### src/rtl/dr_rx_sync.sv
`default_nettype none
// dr_rx_sync: dual-rail (two-phase or four-phase) to synchronous receiver with
// completion detection, acknowledge generation and a first-word fall-through FIFO.
module dr_rx_sync #(
    parameter int WIDTH       = 8,
    parameter     ENC         = "TP",
    parameter int DEPTH       = 4,
    parameter int SYNC_STAGES = 2
) (
    input  logic                       clk,
    input  logic                       rst,
    input  logic [WIDTH-1:0][1:0]      in,
    output logic                       ack_o,
    output logic [WIDTH-1:0]           out,
    output logic                       out_valid,
    input  logic                       out_ready,
    output logic [$clog2(DEPTH+1)-1:0] level,
    output logic [15:0]                count,
    output logic                       err
);
    localparam bit IS_FP = (ENC == "FP");
    localparam int LW    = $clog2(DEPTH + 1);
    localparam int PW    = $clog2(DEPTH);

    typedef enum logic [0:0] {
        IDLE      = 1'b0,
        WAIT_NULL = 1'b1
    } state_t;

    state_t state, state_next;

    logic [SYNC_STAGES-1:0][WIDTH-1:0][1:0] sync_q;
    logic [WIDTH-1:0][1:0] s;
    logic [WIDTH-1:0][1:0] rail_ref;
    logic [WIDTH-1:0][1:0] delta;
    logic [WIDTH-1:0]      word;
    logic [WIDTH-1:0]      bit_ok;
    logic [WIDTH-1:0]      bit_bad;
    logic                  complete;
    logic                  illegal;
    logic                  is_null;
    logic                  full;
    logic                  push;
    logic                  pop;
    logic                  ack_next;
    logic                  ref_load;

    logic [WIDTH-1:0] mem [DEPTH];
    logic [PW-1:0]    wr_ptr;
    logic [PW-1:0]    rd_ptr;

    always_ff @(posedge clk or posedge rst) begin
        if (rst) begin
            sync_q <= '0;
        end else begin
            sync_q <= {sync_q[SYNC_STAGES-2:0], in};
        end
    end

    assign s = sync_q[SYNC_STAGES-1];

    // In FP the rails themselves are the code; in TP the code is which rail
    // moved since the last accepted token.
    for (genvar i = 0; i < WIDTH; i++) begin : g_decode
        assign delta[i]   = IS_FP ? s[i] : (s[i] ^ rail_ref[i]);
        assign bit_ok[i]  = delta[i][0] ^ delta[i][1];
        assign bit_bad[i] = delta[i][0] & delta[i][1];
        assign word[i]    = delta[i][1];
    end

    assign complete = &bit_ok;
    assign illegal  = |bit_bad;
    assign is_null  = (s == '0);
    assign full     = (level == LW'(DEPTH));
    assign pop      = out_valid & out_ready;

    always_comb begin
        state_next = state;
        ack_next   = ack_o;
        push       = 1'b0;
        ref_load   = 1'b0;
        case (state)
            IDLE: begin
                if (complete && !full) begin
                    push = 1'b1;
                    if (IS_FP) begin
                        ack_next   = 1'b1;
                        state_next = WAIT_NULL;
                    end else begin
                        ack_next = ~ack_o;
                        ref_load = 1'b1;
                    end
                end
            end
            WAIT_NULL: begin
                if (is_null) begin
                    ack_next   = 1'b0;
                    state_next = IDLE;
                end
            end
            default: state_next = IDLE;
        endcase
    end

    always_ff @(posedge clk or posedge rst) begin
        if (rst) begin
            state    <= IDLE;
            ack_o    <= 1'b0;
            rail_ref <= '0;
            count    <= 16'd0;
            err      <= 1'b0;
        end else begin
            state <= state_next;
            ack_o <= ack_next;
            if (ref_load) begin
                rail_ref <= s;
            end
            if (push) begin
                count <= count + 16'd1;
            end
            if (illegal) begin
                err <= 1'b1;
            end
        end
    end

    // Storage needs no reset: out is masked while the FIFO is empty.
    always_ff @(posedge clk) begin
        if (push) begin
            mem[wr_ptr] <= word;
        end
    end

    always_ff @(posedge clk or posedge rst) begin
        if (rst) begin
            wr_ptr <= '0;
            rd_ptr <= '0;
            level  <= '0;
        end else begin
            if (push) begin
                wr_ptr <= wr_ptr + PW'(1);
            end
            if (pop) begin
                rd_ptr <= rd_ptr + PW'(1);
            end
            if (push && !pop) begin
                level <= level + LW'(1);
            end else if (pop && !push) begin
                level <= level - LW'(1);
            end
        end
    end

    assign out_valid = (level != '0);
    assign out       = out_valid ? mem[rd_ptr] : '0;

endmodule
`default_nettype wire

### config.mk
export PLATFORM = sky130hd
export DESIGN_NAME = dr_rx_sync
export DESIGN_NICKNAME = d
export VERILOG_FILES = /design/src/rtl/dr_rx_sync.sv
export SDC_FILE = /design/constraint.sdc
export NUM_CORES = 1
export LEC_CHECK = 0
export CORE_MARGIN = 2
export CORE_UTILIZATION = 50
export CTS_CLUSTER_DIAMETER = 100
export CTS_CLUSTER_SIZE = 40
export DETAILED_ROUTE_END_ITERATION = 16
export GPL_ROUTABILITY_DRIVEN = 0
export PLACE_DENSITY_LB_ADDON = 0.12
export SLEW_MARGIN = 15
export SYNTH_ARGS = -nofsm -noshare
export SYNTH_HDL_FRONTEND = slang
export SYNTH_SLANG_ARGS = --single-unit
export TNS_END_PERCENT = 1
### constraint.sdc
create_clock -name clk -period 2.6 [get_ports clk]
set_clock_uncertainty 0.1 [all_clocks]
set_input_delay 0.52 -clock clk [delete_from_list [all_inputs] [get_ports clk]]
set_output_delay 0.52 -clock clk [all_outputs]
set_load 0.01 [all_outputs]
### After elaboration in Yosys (flattened, before gate mapping)

Memories as Yosys holds them, arrays and structs flattened.
Cells that the tools add are included.

| word-level totals | value |
|---|---|
| flip-flop bits (word level) | 74 |
| bits in writable memories | 32 |
| input bits | 19 |
| output and inout bits | 30 |
| logic and storage cells | 91 |
| memories kept | 1 |

| cells by class | value |
|---|---|
| add/subtract/negate cells | 5 |
| eq/ne operators | 3 |
| mux-type cells | 12 |
| bitwise logic cells | 27 |
| reductions and logical operators | 12 |

Memories:

| name | depth | width | rd ports | clocked after memory_dff | wr ports | line | source |
|---|---|---|---|---|---|---|---|
| mem | 4 | 8 | 1 | 0 | 1 | 48 | `logic [WIDTH-1:0] mem [DEPTH];` |

Operators by type and width:

| operator | number |
|---|---|
| $add A16 B1 Y16 const B | 1 |
| $logic_not A16 Y1 | 1 |
| $xor A2 B2 Y2 | 8 |
| $and A1 B1 Y1 | 9 |
| $mux W1 | 8 |
| $mux W8 | 1 |
| $reduce_and A8 Y1 | 1 |
| $reduce_or A8 Y1 | 1 |
| $xor A1 B1 Y1 | 8 |
| $mux W3 | 2 |
| $add A2 B1 Y2 const B | 2 |
| $add A3 B1 Y3 const B | 1 |
| $eq A3 B3 Y1 const B | 1 |
| $logic_and A1 B1 Y1 | 3 |
| $logic_not A1 Y1 | 3 |
| $reduce_bool A3 Y1 | 1 |
| $sub A3 B1 Y3 const B | 1 |
| $ne A2 B1 Y1 const B | 1 |
| $ne A2 B2 Y1 const B | 1 |
| $not A1 Y1 | 2 |
| $pmux W1 S2 | 1 |
| $reduce_and A2 Y1 | 1 |
| $reduce_bool A2 Y1 | 1 |

### Depth between registers and ports, before layout

Gate-level depths: netlist (run 1).

| depth | value |
|---|---|
| depth in word-level cells | 10 |
| depth in mapped cells | 13 |
| gate-level depth less buffers | 12 |

### Worst setup path after synthesis (run 1)

No wires, ideal clock.

| timing | value |
|---|---|
| path kind | reg2reg |
| start | register rail_ref[7] (netlist bit) |
| end | register level[2] |
| library setup time | 0.079 ns |
| data arrival time | 2.575 ns |
| data required time | 2.421 ns |
| path slack | -0.154 ns |
| stages on the path, launching flop included | 14 |
| path buffers | 1 |
| period minus slack after synthesis | 2.754 ns |
| path through | dfrtp_1 xor2_1 ha_1 nand3b_4 a21oi_2 nand4_1 inv_1 clkbuf_1 ha_1 inv_1 fa_1 xor2_1 nor2_1 xor2_1 |

RTL lines:

| item | line | source |
|---|---|---|
| start, declared | 34 | `logic [WIDTH-1:0][1:0] rail_ref;` |
| start signal, assigned | 116 | `rail_ref <= s;` |
| end signal, assigned | 147 | `level <= level + LW'(1);` |
| end signal, assigned | 149 | `level <= level - LW'(1);` |
| end, declared | 17 | `output logic [$clog2(DEPTH+1)-1:0] level,` |

### Worst setup path in the final report (run 1)

| timing | value |
|---|---|
| start | register rd_ptr[0] |
| end | output out[1] |

| between the ends | value |
|---|---|
| cells in the longest elaborated chain, start to end | 2 |

RTL lines:

| item | line | source |
|---|---|---|
| start, declared | 50 | `logic [PW-1:0] rd_ptr;` |
| start signal, assigned | 144 | `rd_ptr <= rd_ptr + PW'(1);` |
| $mem_v2 Z4 W8 | - |  |
| $mux W8 | 155 | `assign out = out_valid ? mem[rd_ptr] : '0;` |
| end, declared | 14 | `output logic [WIDTH-1:0] out,` |

No other way between the ends.

==> run_results.csv, run 1 <==
group,metric,value,unit
status,status,"completed",
worst_hold_path,hp-class,"flop to flop",
pwr,share_of_total_power_in_the_clock_network,24.6,%
clocking,ctsHtreeMaxLevel,3,
sta,setup_slack,0.0704,ns
sta,slew_viol_final,0,
floorplanning,fp.dieArea,9160,um2
sta,rsz_0062_raised_after_global_routing,"true",
yosys,synth.yosys.seq_area_share,66.9,%
pwr,power.switching,1140,uW
pwr,total_leakage_power,0.00231,uW
route,viasPerCell,4.91,
place,detailedPlacementHpwl,5060,um
global_route,initial_antenna_violation_count,0,
global_route,grt_pass1_wl,12200,um
yosys,synth_cell_type_count,33,
pwr,vdd_ir_drop_max,0.395,mV
worst_setup_path,crit_type,"flop to primary output",
pwr,p_seq_share,48.2,%
worst_hold_path,min-delay-start,"sync_q[15]",
route,route.detailed.drc,0,
global_route,largest_net_degree_at_the_start_of_global_routing,42,
cells_and_area,num_antenna_cells,0,
cells_and_area,syn2layout_area_growth,24.4,%
sta,timing.max_slew.rel_slack,70.9,%
pwr,combPwrFrac,27.2,%
cells_and_area,drive_gt1_share,17.2,%
sta,timing.hold.ws,0.254,ns
cells_and_area,layout_commonest_cell,"sky130_fd_sc_hd__dfrtp_1",
floorplanning,floorplan.die.width,95.7,um
global_route,grt_usage,18.2,%
sta,final.period_utilization,97.3,%
yosys,post_synthesis_register_bit_count,106,
route,dr.pass1.iters,4,
worst_setup_path,worstSetupEndpointType,"primary output",
global_route,number_of_global_route_vias_before_repair,2382,
clocking,cts_tree,"done",
yosys,syn_avg_cell_area,14.2,um2
floorplanning,initial_core_util,51.4,%
clocking,cts.clk_slew.worst_paths,0.09,ns
clocking,cts_num_sinks,106,
floorplanning,design.portCount,49,
yosys,synth_nets,330,
route,totalWireLength,7410,um
route,route.antenna.remaining_nets,0,
floorplanning,core,8180,um2
route,via_count,2344,
route,routedWlPerCell,15.5,um
worst_setup_path,setup.worst_path.start,"rd_ptr[0]",
cells_and_area,layout.cells.most_common_list,"sky130_fd_sc_hd__dfrtp_1 (74), sky130_fd_sc_hd__nand2_1 (60), sky130_fd_sc_hd__clkdlybuf4s50_1 (40)",
worst_setup_path,crit_arrival,1.91,ns
cells_and_area,final_net_count,401,
worst_setup_path,timing.critical_path.required,1.98,ns
yosys,post_synth_inst_count,296,
pwr,p_per_area,803,nW/um2
yosys,syn_area,4210,um2
sta,tightest_slew,0.436,ns
sta,hold_viol_final,0,
pwr,power.internal,3060,uW
worst_setup_path,critPathLaunchType,"flop",
sta,finalSetupViolations,0,
clocking,clk_path_buf_depth,2,
floorplanning,rows,33,
worst_setup_path,cp_max_fo,5,
yosys,ys_warn_count,0,
clocking,worst_skew_pair.late_latency,0.36,ns
cells_and_area,utilization,64.0,%
sta,max_freq,395,MHz
pwr,power_switching_share,27.2,%
global_route,global_route.overflow_total,0,
worst_setup_path,reg_to_reg_critical_path_startpoint,"s[5]",
sta,finalCriticalPeriod,2.53,ns
place,buffer_ports.inserted,48,
clocking,cts_hold_repair.buffers,0,
clocking,cts_inserted_buffers,9,
flow_run,timing.max_cap.violations,0,
route,detail_route.iter0.violations,90,
place,place_ws,-0.0630,ns
clocking,clock_tree.root_cell,"sky130_fd_sc_hd__clkbuf_8",
floorplanning,die_height,95.7,um
==> critical path, stage by stage, from the launching register on <==
cell and delay [ns]:
sky130_fd_sc_hd__dfrtp_1 0.37, sky130_fd_sc_hd__buf_4 0.12, sky130_fd_sc_hd__buf_12 0.11, sky130_fd_sc_hd__mux4_2 0.50, sky130_fd_sc_hd__and2_1 0.17, sky130_fd_sc_hd__dlygate4sd2_1 0.27
==> registers in the layout, indices dropped and copies added, names as in the netlist <==
signal	count
state	1
count	16
err	1
wr_ptr	2
s	16
level	3
mem	32
sync_q	16
ack_o	1
rd_ptr	2
rail_ref	16
==> cell families after synthesis <==
kind of cell / Yosys count / synth area share, %
simple gates: 109 / 13.8
buf+inv: 16 / 1.79
fa+ha+maj: 15 / 4.64
compound gates: 4 / 0.595
xor+xnor: 37 / 7.71
flops: 106 / 66.9
mux: 9 / 4.55
==> worst paths after layout <==
kind / endpoint / slack, ns / depth (start not counted)
min in group asynchronous: count[8] / 0.35 / 2
hold reg to reg: s[15] / 0.25 / 0
setup / recovery: out[1] / 0.07 / 5
setup reg to reg: level[2] / 0.11 / 12
hold / removal: s[15] / 0.25 / 0
max in group asynchronous: rail_ref[5] / 1.30 / 4
==> power groups by stage <==
| stage | Combinational [uW] | Clock (uW) | Sequential, uW |
|---|---|---|---|
| CTS | 1110 | 1050 | 2030 |
| finish | 1140 | 1030 | 2030 |
| detailed placement | 1100 | 0 | 2060 |
| global placement | 1080 | 0 | 2050 |
| floorplan | 612 | 0 | 2030 |
| global route | 1270 | 1130 | 2050 |
==> per-stage QoR <==
step                cell area [um2]  setup TNS, ns  total power, uW  instances
floorplan                      4220              0             2640        296
global placement               4890              0             3130        453
detailed placement             4890        -0.0653             3160        453
CTS                            5140        -0.0342             4200        470
global route                   5230        -0.0498             4440        477
finish                         5230              0             4200        477
==> cell usage after synthesis (all sizes together) <==
| cell | number | area share, % |
|---|---|---|
| dfrtp | 74 | 44 |
| nor3 | 6 | 0.71 |
| xor2 | 27 | 5.6 |
| xnor2 | 10 | 2.1 |
| nand3b | 1 | 0.48 |
| ha | 14 | 4.2 |
| nor2 | 6 | 0.71 |
| and4 | 1 | 0.21 |
| inv | 7 | 0.62 |
| buf | 5 | 0.80 |
| nand4 | 6 | 1.2 |
| a21oi | 2 | 0.33 |
| nor4 | 8 | 1.8 |
| mux2 | 1 | 0.27 |
| fa | 1 | 0.48 |
| nand3 | 6 | 0.83 |
| or3 | 1 | 0.15 |
| nand2 | 60 | 5.4 |
| mux4 | 8 | 4.3 |
| o21ai | 1 | 0.12 |
| clkbuf | 4 | 0.36 |
| edfxtp | 32 | 23 |
| o22ai | 1 | 0.15 |
| and2 | 13 | 1.9 |
| nor4b | 1 | 0.36 |
==> repair_timing <==
action,in CTS,in global routing
buffers inserted,0,7
pin swaps,0,8
endpoints found under the setup margin,10,5
gates resized for setup,12,10
gates cloned,1,0
==> layout make-up <==
cell class	count	area (um2)
fillers	630	2950
multi-input cells	174	1370
repair buffers	69	683
well taps	105	131
inverters	7	26.3
clock buffers	12	158
clock inverters	4	48.8
flip-flops and latches	106	2810
==> layer usage <==
metal | up-vias | track usage [%] | routed length, um
li1 | 1144 | - | -
met2 | 47 | 28.4 | 3540
met1 | 1142 | 25.7 | 3520
met3 | 11 | 4.23 | 212
met5 | - | 0 | 0
met4 | 0 | 6.07 | 138
(Power assumes the default switching activity.)
==> inputs of run 2 (changes only) <==
--- a/config.mk
+++ b/config.mk
@@ -12,8 +12,8 @@
 export DETAILED_ROUTE_END_ITERATION = 16
 export GPL_ROUTABILITY_DRIVEN = 0
 export PLACE_DENSITY_LB_ADDON = 0.12
+export REMOVE_ABC_BUFFERS = 1
 export SLEW_MARGIN = 15
 export SYNTH_ARGS = -nofsm -noshare
 export SYNTH_HDL_FRONTEND = slang
 export SYNTH_SLANG_ARGS = --single-unit
-export TNS_END_PERCENT = 1
==> run_results.csv, run 2 (synthesized netlist as in run 1, its figures left out) <==
group,metric,value,unit
pwr,vdd_ir_drop_max,0.386,mV
cells_and_area,layout_commonest_cell,"sky130_fd_sc_hd__dfrtp_1",
sta,finalSetupViolations,0,
route,route.antenna.remaining_nets,0,
worst_hold_path,hp-class,"flop to flop",
worst_setup_path,crit_arrival,1.91,ns
route,dr.pass1.iters,4,
cells_and_area,utilization,64.4,%
pwr,combPwrFrac,27.1,%
cells_and_area,layout.cells.most_common_list,"sky130_fd_sc_hd__dfrtp_1 (74), sky130_fd_sc_hd__nand2_1 (60), sky130_fd_sc_hd__clkdlybuf4s50_1 (40)",
pwr,total_power,4120,uW
global_route,grt_usage,16.8,%
place,placed_area,4940,um2
pwr,share_of_total_power_in_the_clock_network,23.6,%
worst_setup_path,regToRegEndpoint,"level[2]",
worst_setup_path,crit_type,"flop to primary output",
route,via_count,2372,
floorplanning,fp.dieArea,9160,um2
cells_and_area,post-route-cell-area,5270,um2
worst_setup_path,worstSetupEndpointType,"primary output",
clocking,cts_num_sinks,106,
flow_run,timing.max_cap.violations,0,
pwr,total_leakage_power,0.00231,uW
pwr,p_seq_share,49.3,%
pwr,power.switching,1200,uW
floorplanning,floorplan.die.width,95.7,um
clocking,clock_tree.root_cell,"sky130_fd_sc_hd__clkbuf_8",
worst_setup_path,critPathLaunchType,"flop",
worst_setup_path,reg_to_reg_critical_path_startpoint,"rail_ref[9]",
route,routedWlPerCell,14.2,um
floorplanning,rows,33,
sta,finalCriticalPeriod,2.53,ns
clocking,worst_skew_pair.late_latency,0.36,ns
worst_setup_path,cp_max_fo,5,
sta,hold_viol_final,0,
sta,finalSetupTns,0,ns
sta,max_freq,396,MHz
global_route,number_of_global_route_vias_before_repair,2325,
worst_setup_path,reg2regPathDepth,11,
place,place_ws,0.0307,ns
floorplanning,design.portCount,49,
sta,rsz_0062_raised_after_global_routing,"true",
clocking,cts_hold_repair.buffers,0,
floorplanning,core,8180,um2
route,route.detailed.drc,0,
cells_and_area,num_antenna_cells,0,
sta,slew_viol_final,0,
sta,tightest_slew,0.438,ns
worst_setup_path,r2r_slack,0.12,ns
status,status,"completed",
cells_and_area,largest_register_ffs,32,
route,viasPerCell,4.97,
global_route,largest_net_degree_at_the_start_of_global_routing,35,
clocking,cts.clk_slew.worst_paths,0.11,ns
clocking,clk_path_buf_depth,2,
clocking,cts_tree,"done",
worst_hold_path,hold_depth,0,
clocking,cts_inserted_buffers,9,
sta,final.period_utilization,97.2,%
cells_and_area,final_net_count,401,
cells_and_area,syn2layout_area_growth,25.2,%
worst_hold_path,min-delay-start,"sync_q[8]",
place,buffer_ports.inserted,48,
floorplanning,die_height,95.7,um
route,detail_route.iter0.violations,87,
route,totalWireLength,6790,um
cells_and_area,largest_register,"mem",
worst_setup_path,timing.critical_path.required,1.98,ns
global_route,global_route.overflow_total,0,
sta,setup_slack,0.0725,ns
clocking,ctsHtreeMaxLevel,3,
cells_and_area,drive_gt1_share,17.2,%
worst_hold_path,min_to,"s[8]",
pwr,power_switching_share,29.0,%
pwr,p_per_area,783,nW/um2
global_route,grt_pass1_wl,11500,um
pwr,power.internal,2930,uW
global_route,initial_antenna_violation_count,0,
place,detailedPlacementHpwl,4850,um
floorplanning,initial_core_util,51.4,%
sta,timing.max_slew.rel_slack,70.5,%
[run 2: cell types whose count changed in the layout (fill, tap and decap cells not counted), sizes merged]
cell / previous run / this run
dlygate4sd2: 4 / 2
clkbuf: 12 / 9
clkinv: 3 / 2
inv: 7 / 12
clkdlybuf4s15: 4 / 6
bufinv: 1 / 0
[run 2: layout make-up]
class	count	area [um2]
clock inverter	7	76.3
timing repair buffer	69	731
tap	105	131
multi-input combinational	174	1370
sequential	106	2810
inverter	7	26.3
fill	616	2910
clock buffer	9	124
[run 2: worst max path at each step]
stage                     start       end  slack [ns]
finish                rd_ptr[0]    out[0]        0.07
global route              s[11]  level[2]       -0.02
CTS                        s[7]  level[2]        0.01
detailed placement         s[7]  level[2]        0.03
global placement          s[11]  level[1]        0.09
floorplan           rail_ref[7]  level[2]       -1.29
[run 2: critical path, stage by stage (launching register included)]
cell and delay [ns]:
sky130_fd_sc_hd__dfrtp_1 0.37, sky130_fd_sc_hd__bufbuf_16 0.27, sky130_fd_sc_hd__mux4_2 0.47, sky130_fd_sc_hd__and2_1 0.16
sky130_fd_sc_hd__dlygate4sd2_1 0.27
[run 2: metrics by stage]
step,cells,hold slack (ns)
after floorplan,287,0.231
final,477,0.257
after global placement,454,0.231
after global routing,477,0.267
after detailed placement,454,0.236
after CTS,472,0.261
[run 2: power groups by stage]
| stage | sequential [uW] | clock [uW] | combinational (uW) |
|---|---|---|---|
| finish | 2030 | 974 | 1120 |
| global route | 2050 | 1070 | 1240 |
| CTS | 2030 | 1010 | 1090 |
| detailed placement | 2060 | 0 | 1060 |
| global placement | 2060 | 0 | 1040 |
| floorplan | 2080 | 0 | 543 |
[run 2: layer usage]
layer	track usage (%)	part of all wire (%)
met1	24.0	46
met3	2.58	3.3
met2	26.4	50
met4	6.43	1.4
met5	0	0
[run 2: timing repair]
item                       in CTS  in global routing
setup endpoints to repair       8                 41
gates resized for setup        10                 14
buffers inserted                1                  5
cloned                          1                  0
pin swaps                       0                  6
==> inputs of run 3 (changes only) <==
--- a/config.mk
+++ b/config.mk
@@ -5,7 +5,6 @@
 export SDC_FILE = /design/constraint.sdc
 export NUM_CORES = 1
 export LEC_CHECK = 0
-export CORE_MARGIN = 2
 export CORE_UTILIZATION = 50
 export CTS_CLUSTER_DIAMETER = 100
 export CTS_CLUSTER_SIZE = 40
==> run_results.csv, run 3 (synthesized netlist as in run 1, its figures left out) <==
group,metric,value,unit
global_route,initial_antenna_violation_count,0,
global_route,global_route.overflow_total,0,
sta,finalSetupViolations,0,
sta,max_freq,406,MHz
worst_setup_path,crit_family,"buffers and inverters",
global_route,grt_pass1_wl,11500,um
pwr,total_power,4250,uW
floorplanning,fp.dieArea,8780,um2
floorplanning,floorplan.die.width,93.7,um
worst_setup_path,cp_num_buf_inv,1,
cells_and_area,post-route-cell-area,5300,um2
route,routedWlPerCell,14.6,um
cells_and_area,final_net_count,400,
sta,finalSetupTns,0,ns
route,detail_route.iter0.violations,66,
pwr,share_of_total_power_in_the_clock_network,27.3,%
clocking,cts_tree,"done",
clocking,clock_tree.root_cell,"sky130_fd_sc_hd__clkbuf_8",
pwr,vdd_ir_drop_max,0.409,mV
worst_setup_path,critPathLaunchType,"flop",
pwr,combPwrFrac,24.8,%
place,detailedPlacementHpwl,4780,um
pwr,power.switching,1160,uW
worst_setup_path,cp_max_fo,11,
floorplanning,design.portCount,49,
status,status,"completed",
cells_and_area,largest_register,"mem",
floorplanning,core,8180,um2
pwr,p_seq_share,47.9,%
sta,rsz_0062_raised_after_global_routing,"false",
floorplanning,die_height,93.7,um
pwr,p_per_area,802,nW/um2
global_route,largest_net_degree_at_the_start_of_global_routing,46,
pwr,power.internal,3090,uW
cells_and_area,finish.cell_count_without_fillers,476,
flow_run,timing.max_cap.violations,0,
route,viasPerCell,5.00,
place,numPlacedInstances,453,
worst_setup_path,worstSetupEndpointType,"primary output",
cells_and_area,drive_gt1_share,17.5,%
sta,timing.max_slew.rel_slack,70.0,%
sta,finalCriticalPeriod,2.47,ns
route,route.detailed.drc,0,
worst_setup_path,cpMaxStageDelayCell,"sky130_fd_sc_hd__clkdlybuf4s50_1",
place,buffer_ports.inserted,48,
sta,hold_viol_final,0,
route,via_count,2380,
worst_setup_path,crit_type,"flop to primary output",
cells_and_area,layout.cells.most_common_list,"sky130_fd_sc_hd__dfrtp_1 (73), sky130_fd_sc_hd__nand2_1 (60), sky130_fd_sc_hd__clkdlybuf4s50_1 (40)",
clocking,cts_inserted_buffers,9,
clocking,ctsHtreeMaxLevel,3,
clocking,cts_hold_repair.buffers,0,
sta,final.period_utilization,94.8,%
clocking,cts_num_sinks,106,
sta,slew_viol_final,0,
clocking,cts.clk_slew.worst_paths,0.10,ns
floorplanning,rows,33,
route,totalWireLength,6930,um
sta,timing.hold.ws,0.235,ns
route,route.antenna.remaining_nets,0,
cells_and_area,num_antenna_cells,0,
route,dr.pass1.iters,6,
cells_and_area,largest_register_ffs,32,
clocking,worst_skew_pair.late_latency,0.36,ns
cells_and_area,syn2layout_area_growth,26.0,%
worst_setup_path,max_stage_delay,0.53,ns
worst_setup_path,timing.critical_path.required,1.98,ns
worst_setup_path,crit_chain,"or3_1 -> clkdlybuf4s50_1",
cells_and_area,layout_commonest_cell,"sky130_fd_sc_hd__dfrtp_1",
pwr,total_leakage_power,0.00232,uW
clocking,clk_path_buf_depth,2,
worst_setup_path,crit_arrival,1.85,ns
global_route,number_of_global_route_vias_before_repair,2399,
sta,tightest_slew,0.450,ns
place,placed_area,4930,um2
pwr,power_switching_share,27.2,%
worst_hold_path,hp-class,"primary input to async pin",
global_route,grt_usage,17.5,%
floorplanning,initial_core_util,51.4,%
-- run 3: layout make-up --
cell class	instances	area, um2
inverters	7	26.3
clock buffers	10	149
repair buffers	68	691
well taps	105	131
multi-input cells	174	1390
fillers	636	2880
clock inverters	6	95.1
flip-flops and latches	106	2810
-- run 3: worst paths after layout --
kind,startpoint,end,slack (ns),depth (start not counted)
hold / removal,rst,sync_q[10],0.23,2
setup reg to reg,s[5],level[2],0.14,12
max in group asynchronous,rst,s[5],1.60,3
hold reg to reg,sync_q[4],s[4],0.25,0
min in group clk,sync_q[4],s[4],0.25,0
setup / recovery,level[1],out_valid,0.13,2
-- run 3: metal layers --
metal / GRT usage [%] / share of wire, % / vias up
li1: - / - / 1141
met1: 24.5 / 47 / 1189
met2: 27.7 / 49 / 39
met3: 2.43 / 2.3 / 11
met4: 7.31 / 1.7 / 0
met5: 0 / 0 / -
-- run 3: worst register-to-register path, stage by stage, from the launching register on --
cell and delay [ns]:
sky130_fd_sc_hd__dfrtp_2 0.46, sky130_fd_sc_hd__xor2_4 0.20, sky130_fd_sc_hd__ha_4 0.28, sky130_fd_sc_hd__nand3b_4 0.07, sky130_fd_sc_hd__a21oi_2 0.10, sky130_fd_sc_hd__nand4_1 0.13, sky130_fd_sc_hd__inv_2 0.11, sky130_fd_sc_hd__ha_4 0.14
sky130_fd_sc_hd__inv_2 0.03, sky130_fd_sc_hd__fa_2 0.32, sky130_fd_sc_hd__xor2_1 0.14, sky130_fd_sc_hd__nor2_1 0.13, sky130_fd_sc_hd__xor2_1 0.17
-- run 3: repair_timing --
action                                  in CTS  in global routing
setup buffers                                2                  5
endpoints found under the setup margin       9                 14
pin swaps                                    4                  8
resized for setup                           15                  7
-- run 3: power by group through the flow --
stage	combinational [uW]	clock [uW]	sequential, uW
after floorplan	543	0	2080
after global placement	1030	0	2060
after detailed placement	1060	0	2060
after CTS	1040	1180	2030
after global routing	1180	1240	2060
final	1050	1160	2030
-- run 3: stage by stage --
step	util (%)	setup slack, ns
after CTS	63.7	0.0124
after detailed placement	60.3	0.00855
final	64.8	0.134
after global routing	64.8	0.00421
after floorplan	-	-1.29
after global placement	60.3	0.0792
